<file path="src/rtl/shift_add_multiplier.sv">
// Sequential add/shift multiplier: one partial-product step per clock, {A,Q} product after WIDTH+1 cycles.
// Define MULT_BOOTH_SIGNED_EN to build a radix-2 Booth signed multiplier instead of the unsigned one.
module shift_add_multiplier #(
    parameter int WIDTH = 16,
    parameter int CNT_W = 5
) (
    input  logic               CLK,
    input  logic               RST,
    input  logic               CLR,
    input  logic               MULT_EN,
    input  logic               LDA,
    input  logic               LDQ,
    input  logic [WIDTH-1:0]   OPA,
    input  logic [WIDTH-1:0]   OPB,
    output logic [2*WIDTH-1:0] PRODUCT,
    output logic               BUSY,
    output logic               DONE,
    output logic               ZERO,
    output logic [1:0]         DBG_STATE
);

    // Handshake: MULT_EN is a start strobe accepted only while the FSM is IDLE (BUSY low or the
    // DONE cycle); DONE pulses for one cycle with PRODUCT/ZERO valid and held until the next DONE.
    typedef enum logic [1:0] {
        ST_IDLE = 2'd0,
        ST_ITER = 2'd1,
        ST_FIN  = 2'd2
    } state_t;

    state_t             state_q, state_d;
    logic [WIDTH-1:0]   a_q, a_d;
    logic [WIDTH-1:0]   q_q, q_d;
    logic [WIDTH-1:0]   m_q, m_d;
    logic [CNT_W-1:0]   cnt_q, cnt_d;
    logic [2*WIDTH-1:0] product_q, product_d;
    logic               busy_q, busy_d;
    logic               done_q, done_d;
    logic               zero_q, zero_d;
    logic [WIDTH:0]     sum;

`ifdef MULT_BOOTH_SIGNED_EN
    logic               qm1_q, qm1_d;

    // Sign-extended to WIDTH+1 bits so A-M with M = most-negative value cannot wrap.
    always_comb begin
        sum = {a_q[WIDTH-1], a_q};
        case ({q_q[0], qm1_q})
            2'b10:   sum = {a_q[WIDTH-1], a_q} - {m_q[WIDTH-1], m_q};
            2'b01:   sum = {a_q[WIDTH-1], a_q} + {m_q[WIDTH-1], m_q};
            default: sum = {a_q[WIDTH-1], a_q};
        endcase
    end
`else
    // sum[WIDTH] is the carry C; shifting it into A keeps the full unsigned product.
    always_comb begin
        sum = {1'b0, a_q};
        if (q_q[0]) begin
            sum = {1'b0, a_q} + {1'b0, m_q};
        end
    end
`endif

    always_comb begin
        state_d   = state_q;
        a_d       = a_q;
        q_d       = q_q;
        m_d       = m_q;
        cnt_d     = cnt_q;
        product_d = product_q;
        busy_d    = busy_q;
        done_d    = 1'b0;
        zero_d    = zero_q;
`ifdef MULT_BOOTH_SIGNED_EN
        qm1_d     = qm1_q;
`endif
        if (CLR) begin
            state_d = ST_IDLE;
            busy_d  = 1'b0;
            cnt_d   = '0;
        end else begin
            case (state_q)
                ST_IDLE: begin
                    if (MULT_EN) begin
                        a_d     = '0;
                        m_d     = LDA ? OPA : m_q;
                        q_d     = LDQ ? OPB : q_q;
                        cnt_d   = CNT_W'(WIDTH);
                        busy_d  = 1'b1;
                        state_d = ST_ITER;
`ifdef MULT_BOOTH_SIGNED_EN
                        qm1_d   = 1'b0;
`endif
                    end
                end
                ST_ITER: begin
                    a_d   = sum[WIDTH:1];
                    q_d   = {sum[0], q_q[WIDTH-1:1]};
                    cnt_d = cnt_q - CNT_W'(1);
`ifdef MULT_BOOTH_SIGNED_EN
                    qm1_d = q_q[0];
`endif
                    if (cnt_q == CNT_W'(1)) begin
                        state_d = ST_FIN;
                    end
                end
                ST_FIN: begin
                    product_d = {a_q, q_q};
                    zero_d    = ({a_q, q_q} == '0);
                    done_d    = 1'b1;
                    busy_d    = 1'b0;
                    state_d   = ST_IDLE;
                end
                default: begin
                    state_d = ST_IDLE;
                    busy_d  = 1'b0;
                end
            endcase
        end
    end

    always_ff @(posedge CLK or posedge RST) begin
        if (RST) begin
            state_q   <= ST_IDLE;
            a_q       <= '0;
            q_q       <= '0;
            m_q       <= '0;
            cnt_q     <= '0;
            product_q <= '0;
            busy_q    <= 1'b0;
            done_q    <= 1'b0;
            zero_q    <= 1'b0;
        end else begin
            state_q   <= state_d;
            a_q       <= a_d;
            q_q       <= q_d;
            m_q       <= m_d;
            cnt_q     <= cnt_d;
            product_q <= product_d;
            busy_q    <= busy_d;
            done_q    <= done_d;
            zero_q    <= zero_d;
        end
    end

`ifdef MULT_BOOTH_SIGNED_EN
    always_ff @(posedge CLK or posedge RST) begin
        if (RST) begin
            qm1_q <= 1'b0;
        end else begin
            qm1_q <= qm1_d;
        end
    end
`endif

    assign PRODUCT   = product_q;
    assign BUSY      = busy_q;
    assign DONE      = done_q;
    assign ZERO      = zero_q;
    assign DBG_STATE = state_q;

endmodule

</file>
<file path="config.mk">
export PLATFORM = sky130hd
export DESIGN_NAME = shift_add_multiplier
export DESIGN_NICKNAME = d
export VERILOG_FILES = /design/src/rtl/shift_add_multiplier.sv
export SDC_FILE = /design/constraint.sdc
export NUM_CORES = 1
export LEC_CHECK = 0
export ABC_AREA = 0
export ABC_CLOCK_PERIOD_IN_PS = 6200
export CORE_MARGIN = 8
export CORE_UTILIZATION = 57
export DETAILED_ROUTE_END_ITERATION = 10
export GPL_TIMING_DRIVEN = 0
export PLACE_DENSITY = 0.85
export RECOVER_POWER = 50
export SETUP_SLACK_MARGIN = 0.4
export SYNTH_ARGS = -nofsm -noshare
export SYNTH_HDL_FRONTEND = slang
export SYNTH_SLANG_ARGS = --single-unit
</file>
<file path="constraint.sdc">
create_clock -name CLK -period 6.2 [get_ports CLK]
set_input_delay 1.86 -clock CLK [delete_from_list [all_inputs] [get_ports CLK]]
set_output_delay 1.86 -clock CLK [all_outputs]
set_load 0.1 [all_outputs]
</file>
==> impl_metrics.toml, run 1 <==
[grt]
grt_pass1_vias = 3696
grt_use_met2 = 0.348
grt_pass1_wl_mm = 18.5
gr-usage-met1 = 0.252
grt_overflow = 0
busiest_layer = "met2"
grt.total_usage = 0.208
met3_usage = 0.0440
antenna_found_initial = 0
grt_max_degree = 70

[placed_design]
hpwl_mm = 8.23
globalplace.congestion = 0.788
port_buffers = 73
dpl-instance-area_um2 = 5350

[clocking]
post_cts_buffers = 0
clk_latency_ns = 0.36
cts_tree = "done"
cts_htree_levels = 3
cts_buffer_depth = 2
cts_resized = 0
clockRootBuffer = "clkbuf_8"
numCtsBuffers = 9
cts_hold_buffers = 0
cts.clk_slew.worst_paths_ns = 0.09
cts_sinks = 90

[critical_path]
reg2reg_to = "a_q[15]"
rr_startpoint = "a_q[0]"
slowest_stage = "clkbuf_2"
slowest_delay_ns = 1.33
start_kind = "primary input"
end_kind = "asynchronous set/reset pin"
critical_path_class = "in -> async"
critPathMaxFanout = 69
reg2reg_depth = 8
cp_cell_sequence = "dlygate4sd3_1 -> clkinvlp_2 -> clkbuf_2"
reg2reg_setup_slack_ns = 3.64
cp.required_ns = 6.37
crit_arrival_ns = 4.32

[drt]
vias = 3523
ant_nets = 0
post_drt_wl_per_cell_um = 18.7
dr.pass1.iters = 5
drc = 0
vias_per_cell = 6.01
drt_iter0_drc = 128
drt-total-wl_mm = 10.9

[sta]
report.final.slew_viol_count = 70
finalSetupViolCount = 0
finClkSkew_ns = 0.00920
fin_crit_ns = 4.15
fin_setup_tns_ns = 0
whs_ns = 0.490
fin_crit_sh = 0.670
rsz0062_at_grt = "false"
slew_headroom = -0.111
fmax_ghz = 0.241
tightest_slew_ns = 1.67
hold_viol = 0

[yosys]
synth.net_count = 451
syn_area_um2 = 4460
synth_top_area_cell = "dfrtp_1"
ys_seq_area_frac = 0.505
yosys-top-cells-count = "dfrtp_1 (90), mux2_2 (45), a21oi_1 (28), nor2_1 (28), o21ai_0 (26)"
yosysTopAreaCellShare = 0.505
syn_area_per_cell_um2 = 11.3
synth_edf_count = 0
ys_types = 46
synthTopCellsByArea = "dfrtp_1 (50%), mux2_2 (11%), ha_1 (5.0%)"
synthCells = 394
synthMostInstantiatedCell = "dfrtp_1"
yosys_warnings = 0
synth-seq-cells = 90
async_flop_share = 1.00
synthFlopType = "dfrtp_1"

[worst_hold_path]
hp-class = "reg -> reg"
holdPathEnd = "PRODUCT[20]"
min_from = "PRODUCT[20]"
min_path_cells = 1

[run_status]
failed_checks = "capacitance limit, slew limit"
status = "finished, violations left"

[final_layout]
num-nets-final = 536
drive_above_1_share = 0.157
antenna_cells = 0
areaGrowthSynthToFinish_pct = 24.3
final_area_um2 = 5540

[power]
leakagePower_uw = 0.00251
p_per_area_nw_per_um2 = 417
vdd_drop_max_mv = 0.212

[flow_run]
drv_cap = 1

[floorplanning]
die_h_um = 104
initial_core_util = 0.583
dieArea_um2 = 10900
num_rows = 32
die_w_um = 104
io_pins = 75
design.core.area_um2 = 7650
[worst max path at each step]
stage               depth (start not counted)          end   startpoint
finish                                      3  PRODUCT[19]          RST
global route                                3         BUSY          RST
CTS                                         1  PRODUCT[12]  PRODUCT[12]
detailed placement                          5       m_q[3]      MULT_EN
global placement                            2      a_q[11]          RST
floorplan                                   1         BUSY          RST
[where the power goes]
part,leakage (uW),switching [uW],internal [uW]
logic,0.00125,628,369
clock network,0.000114,213,241
registers,0.00115,147,715
[routing by layer]
metal  part of all wire  wire length (um)
met1               0.41              4480
met4              0.023               248
met2               0.51              5580
met5                  0                 0
met3              0.057               620
[logic make-up after synthesis]
kind of cell / after synthesis / synth area share
compound gates: 99 / 0.135
xor+xnor: 13 / 0.0255
fa+ha+maj: 19 / 0.0550
buf+inv: 24 / 0.0244
flops: 90 / 0.505
mux: 70 / 0.171
simple gates: 79 / 0.0836
[layout by cell type (no fill, tap or decap), types with 4 or more instances in the layout]
master	synthesis	routed
xnor2_1	8	8
inv_1	6	5
dfrtp_1	90	90
nor4_1	8	8
a21o_1	5	5
a22oi_1	11	11
a21oi_1	28	28
nor2_1	28	29
clkbuf_1	4	7
clkdlybuf4s50_1	0	71
nand2_1	22	22
nand4_1	4	4
buf_2	11	10
mux2i_1	19	19
clkbuf_8	0	10
ha_1	18	18
mux2_2	45	45
mux2_1	6	6
o21ai_1	10	8
o21ai_0	26	28
xor2_1	5	5
[sequential cells by signal, indices dropped and copies added, names as in the netlist]
register and count:
PRODUCT 32, a_q 16, m_q 16, q_q 16, cnt_q 5, DBG_STATE 2
BUSY 1, DONE 1, ZERO 1
[final cells by class]
cell class | count | area [um2]
Inverter | 6 | 23.8
Fill cell | 536 | 2100
Multi-Input combinational cell | 280 | 2090
Clock buffer | 11 | 141
Buffer | 18 | 83.8
Sequential cell | 90 | 2250
Timing Repair Buffer | 74 | 736
Clock inverter | 5 | 86.3
Tap cell | 102 | 128
[critical path: cells and delay by family]
kind / cells / cell delay (ns)
buf+inv: 3 / 2.41
[per-stage QoR]
step	power, uW	std cells	setup WS, ns	util
2_1_floorplan	1590	394	2.00	-
3_3_place_gp	1820	569	0.702	0.696
3_5_place_dp	1860	570	2.52	0.699
4_1_cts	2320	586	2.44	0.729
5_1_grt	2440	586	1.51	0.725
6_report	2310	586	2.05	0.725
(Power assumes the default switching activity.)
==> run 2: changes to the inputs <==
--- a/config.mk
+++ b/config.mk
@@ -6,12 +6,12 @@
 export NUM_CORES = 1
 export LEC_CHECK = 0
 export ABC_AREA = 0
-export ABC_CLOCK_PERIOD_IN_PS = 6200
+export ABC_CLOCK_PERIOD_IN_PS = 4000
 export CORE_MARGIN = 8
-export CORE_UTILIZATION = 57
+export CORE_UTILIZATION = 53
 export DETAILED_ROUTE_END_ITERATION = 10
 export GPL_TIMING_DRIVEN = 0
-export PLACE_DENSITY = 0.85
+export PLACE_DENSITY = 0.8
 export RECOVER_POWER = 50
 export SETUP_SLACK_MARGIN = 0.4
 export SYNTH_ARGS = -nofsm -noshare
==> constraint.sdc (replaced) <==
create_clock -name CLK -period 4 [get_ports CLK]
set_input_delay 1.2 -clock CLK [delete_from_list [all_inputs] [get_ports CLK]]
set_output_delay 1.2 -clock CLK [all_outputs]
set_load 0.1 [all_outputs]
==> impl_metrics.toml, run 2 (synthesis results as in run 1) <==
[drt]
vias = 3353
ant_nets = 0
drt-total-wl_mm = 10.4
dr.pass1.iters = 4
drc = 0
vias_per_cell = 5.69
post_drt_wl_per_cell_um = 17.7
drt_iter0_drc = 118

[sta]
report.final.slew_viol_count = 41
tightest_slew_ns = 1.82
fmax_ghz = 0.324
slew_headroom = -0.219
finalSetupViolCount = 0
rsz0062_at_grt = "false"
setup_slack_ns = 0.911
fin_crit_sh = 0.772
fin_setup_tns_ns = 0
finClkSkew_ns = 0.0114
hold_viol = 0
fin_crit_ns = 3.09

[critical_path]
critical-path-top-delay-family = "buffers and inverters"
start_kind = "flop"
critPathMaxFanout = 2
end_kind = "primary output"
reg2reg_depth = 7
crit_path_start = "ZERO"
slowest_stage = "clkdlybuf4s50_1"
crit_arrival_ns = 1.89
reg2reg_setup_slack_ns = 1.46
slowest_delay_ns = 1.15
rr_startpoint = "a_q[1]"
cp_cell_sequence = "clkdlybuf4s50_1"
critical_path_class = "reg -> out"
path_buf_inv = 1
reg2reg_to = "a_q[12]"
cp.required_ns = 2.80

[grt]
grt_pass1_wl_mm = 17.5
grt_overflow = 0
grt_pass1_vias = 3487
antenna_found_initial = 0
grt.total_usage = 0.190
grt_max_degree = 51

[final_layout]
areaGrowthSynthToFinish_pct = 23.4
num-nets-final = 536
drive_above_1_share = 0.153
final_common_cell = "dfrtp_1"
finalNonFillerCells = 589
largest_reg_flops = 32
final_util = 0.673
fillers = 646
layout_common_cells = "dfrtp_1 (90), clkdlybuf4s50_1 (71), mux2_2 (45)"
antenna_cells = 0

[clocking]
cts_hold_buffers = 0
cts_buffer_depth = 2
numCtsBuffers = 9
cts_sinks = 90
clockRootBuffer = "clkbuf_8"
cts.clk_slew.worst_paths_ns = 0.09
clk_latency_ns = 0.36
cts_tree = "done"
cts_resized = 0
cts_htree_levels = 3
post_cts_buffers = 0

[floorplanning]
num_rows = 33
initial_core_util = 0.546
io_pins = 75
die_h_um = 108
design.core.area_um2 = 8180
dieArea_um2 = 11600
die_w_um = 108

[worst_hold_path]
min_path_cells = 1
min_from = "PRODUCT[20]"
holdPathEnd = "PRODUCT[20]"
hp-class = "reg -> reg"

[run_status]
failed_checks = "capacitance limit, slew limit"
status = "finished, violations left"

[power]
p_seq_frac = 0.391
p_switching_uw = 1490
vdd_drop_max_mv = 0.329
internal_power_uw = 1910
p_per_area_nw_per_um2 = 618
combPwrFrac = 0.445
leakagePower_uw = 0.00248
switching_share = 0.439
pwr-share-clk = 0.164

[placed_design]
globalplace.congestion = 0.839
dp_worst_setup_slack_ns = 0.973
hpwl_mm = 7.95
port_buffers = 73
place_inst = 573

[flow_run]
drv_cap = 1
==> run 2: power groups by stage <==
stage	combinational, uW	clock [uW]	sequential (uW)
finish	1510	557	1330
global route	1650	603	1360
CTS	1530	563	1330
detailed placement	1520	0	1350
global placement	1490	0	1340
floorplan	833	0	1620
==> run 2: final cells by class <==
| class | count | area [um2] | area share |
|---|---|---|---|
| Clock buffer | 10 | 128 | 0.0232 |
| Tap cell | 105 | 131 | 0.0239 |
| Multi-Input combinational cell | 280 | 2090 | 0.379 |
| Clock inverter | 6 | 42.5 | 0.00773 |
| Inverter | 6 | 23.8 | 0.00432 |
| Buffer | 18 | 82.6 | 0.0150 |
| Sequential cell | 90 | 2250 | 0.409 |
| Timing Repair Buffer | 74 | 758 | 0.138 |
==> run 2: layer usage <==
| layer | global-route usage | up-vias | part of all wire |
|---|---|---|---|
| met1 | 0.252 | 1638 | 0.46 |
| met4 | 0.0783 | 0 | 0.014 |
| met3 | 0.0251 | 12 | 0.049 |
| met2 | 0.305 | 91 | 0.48 |
| met5 | 0 | - | 0 |
| li1 | - | 1612 | - |
==> run 2: how the worst max path moves through the flow <==
stage	cells after the start	to	slack, ns
2_1_floorplan	1	BUSY	0.46
3_3_place_gp	2	m_q[11]	-0.81
3_5_place_dp	5	m_q[7]	0.97
4_1_cts	1	ZERO	0.90
5_1_grt	1	ZERO	0.87
6_report	1	ZERO	0.91
==> run 2: metrics by stage <==
step | hold slack, ns | cell area [um2] | total power (uW)
after global routing | 0.528 | 5500 | 3620
after CTS | 0.503 | 5520 | 3420
after detailed placement | 0.480 | 5350 | 2870
after global placement | 0.474 | 5320 | 2830
final | 0.497 | 5500 | 3400
after floorplan | 0.465 | 4460 | 2460
==> run 3: changes to the inputs <==
--- a/config.mk
+++ b/config.mk
@@ -6,7 +6,7 @@
 export NUM_CORES = 1
 export LEC_CHECK = 0
 export ABC_AREA = 0
-export ABC_CLOCK_PERIOD_IN_PS = 4000
+export ABC_CLOCK_PERIOD_IN_PS = 2870
 export CORE_MARGIN = 8
 export CORE_UTILIZATION = 53
 export DETAILED_ROUTE_END_ITERATION = 10
==> constraint.sdc (replaced) <==
create_clock -name CLK -period 2.87 [get_ports CLK]
set_input_delay 0.861 -clock CLK [delete_from_list [all_inputs] [get_ports CLK]]
set_output_delay 0.861 -clock CLK [all_outputs]
set_load 0.1 [all_outputs]
==> impl_metrics.toml, run 3 (synthesis results as in run 1) <==
[flow_run]
drv_cap = 0

[sta]
finClkSkew_ns = 0.0159
finalSetupViolCount = 0
fin_crit_sh = 0.864
fmax_ghz = 0.403
report.final.slew_viol_count = 0
fin_crit_ns = 2.48
tightest_slew_ns = 1.35
slew_headroom = 0.0980
fin_setup_tns_ns = 0
hold_viol = 0
whs_ns = 0.507
rsz0062_at_grt = "true"

[drt]
drt_iter0_drc = 185
vias = 3425
drt-total-wl_mm = 10.6
post_drt_wl_per_cell_um = 17.9
dr.pass1.iters = 5
ant_nets = 0
drc = 0
vias_per_cell = 5.81

[power]
leakagePower_uw = 0.00260
pwr-share-clk = 0.194
switching_share = 0.431
internal_power_uw = 2810
p_per_area_nw_per_um2 = 888
combPwrFrac = 0.430
p_seq_frac = 0.376
vdd_drop_max_mv = 0.437
p_switching_uw = 2130

[critical_path]
critPathMaxFanout = 10
end_kind = "flop"
reg2reg_setup_slack_ns = 0.49
reg2reg_to = "PRODUCT[2]"
crit_arrival_ns = 2.72
reg2reg_depth = 4
start_kind = "primary input"
critical_path_class = "in -> reg"
cp.required_ns = 3.11
rr_startpoint = "DBG_STATE[0]"

[floorplanning]
io_pins = 75
dieArea_um2 = 11600
design.core.area_um2 = 8180
num_rows = 33
die_h_um = 108
initial_core_util = 0.546
die_w_um = 108

[clocking]
cts_tree = "done"
clk_latency_ns = 0.36
cts_htree_levels = 3
clockRootBuffer = "clkbuf_8"
cts.clk_slew.worst_paths_ns = 0.09
numCtsBuffers = 9
cts_buffer_depth = 2
cts_sinks = 90

[worst_hold_path]
min_from = "PRODUCT[17]"
holdPathEnd = "PRODUCT[17]"
hp-class = "reg -> reg"
min_path_cells = 1

[run_status]
status = "finished, final reports clean"

[grt]
grt.total_usage = 0.191
grt_max_degree = 36
grt_pass1_wl_mm = 17.7
grt_pass1_vias = 3532
antenna_found_initial = 0
grt_overflow = 0

[final_layout]
fillers = 638
num-nets-final = 537
final_common_cell = "dfrtp_1"
final_area_um2 = 5570
drive_above_1_share = 0.171
multi_input_area_um2 = 2110
areaGrowthSynthToFinish_pct = 24.8
layout_common_cells = "dfrtp_1 (90), mux2_2 (45), clkdlybuf4s50_1 (34)"
largest_reg_flops = 32
regArea_um2 = 2250
final_util = 0.681
antenna_cells = 0

[placed_design]
port_buffers = 73
globalplace.congestion = 0.830
dpl-instance-area_um2 = 5370
hpwl_mm = 7.99
==> run 3: changes by cell type in the layout (fill, tap and decap cells not counted), sizes merged <==
cell and delta:
clkdlybuf4s50 -37, buf +2, clkdlybuf4s15 +27, bufinv +2, dlygate4sd2 +8, clkinv +1
clkinvlp -2
==> run 3: cell type report <==
class | count | share of cell area
multi-input combinational | 280 | 0.379
timing repair buffer | 75 | 0.135
sequential | 90 | 0.405
buffer | 18 | 0.0151
inverter | 6 | 0.00427
clock inverter | 7 | 0.0166
tap | 105 | 0.0236
clock buffer | 9 | 0.0223
==> run 3: worst max path at each step <==
stage,from,endpoint,slack [ns]
floorplan,DBG_STATE[1],PRODUCT[10],0.57
global placement,RST,m_q[11],0.04
detailed placement,MULT_EN,m_q[7],0.20
CTS,ZERO,ZERO,0.40
global route,CLR,PRODUCT[2],0.19
finish,CLR,PRODUCT[2],0.39
==> run 3: repair_timing <==
item | 4_1_cts | 5_1_grt
hold buffers | 0 | 0
pin swaps | 0 | 1
buffers inserted | 0 | 0
gates resized for setup | 39 | 33
endpoints found under the setup margin | 39 | 33
==> run 3: per-stage QoR <==
stage / setup WS [ns] / power [uW] / instances
floorplan: 0.572 / 3430 / 394
global placement: 0.0393 / 3940 / 572
detailed placement: 0.197 / 4000 / 574
CTS: 0.404 / 4920 / 590
global route: 0.190 / 5230 / 590
finish: 0.391 / 4940 / 590
==> run 3: per-layer routing <==
layer | routed length (um) | part of all wire | global-route usage | up-vias
met5 | 0 | 0 | 0 | -
met4 | 163 | 0.015 | 0.0624 | 0
met3 | 517 | 0.049 | 0.0377 | 17
met2 | 5230 | 0.50 | 0.311 | 97
met1 | 4640 | 0.44 | 0.249 | 1704
li1 | - | - | - | 1607
==> run 3: power by group through the flow <==
stage          clock (uW)  sequential [uW]  combinational (uW)
2_1_floorplan           0             2260                1160
3_3_place_gp            0             1860                2080
4_1_cts               960             1850                2110
3_5_place_dp            0             1880                2120
6_report              957             1860                2130
5_1_grt              1020             1890                2320
==> run 3: critical path, stage by stage <==
cell and delay [ns]:
clkbuf_1 0.17, nor3b_1 0.80, clkbuf_1 0.49, mux2_2 0.40
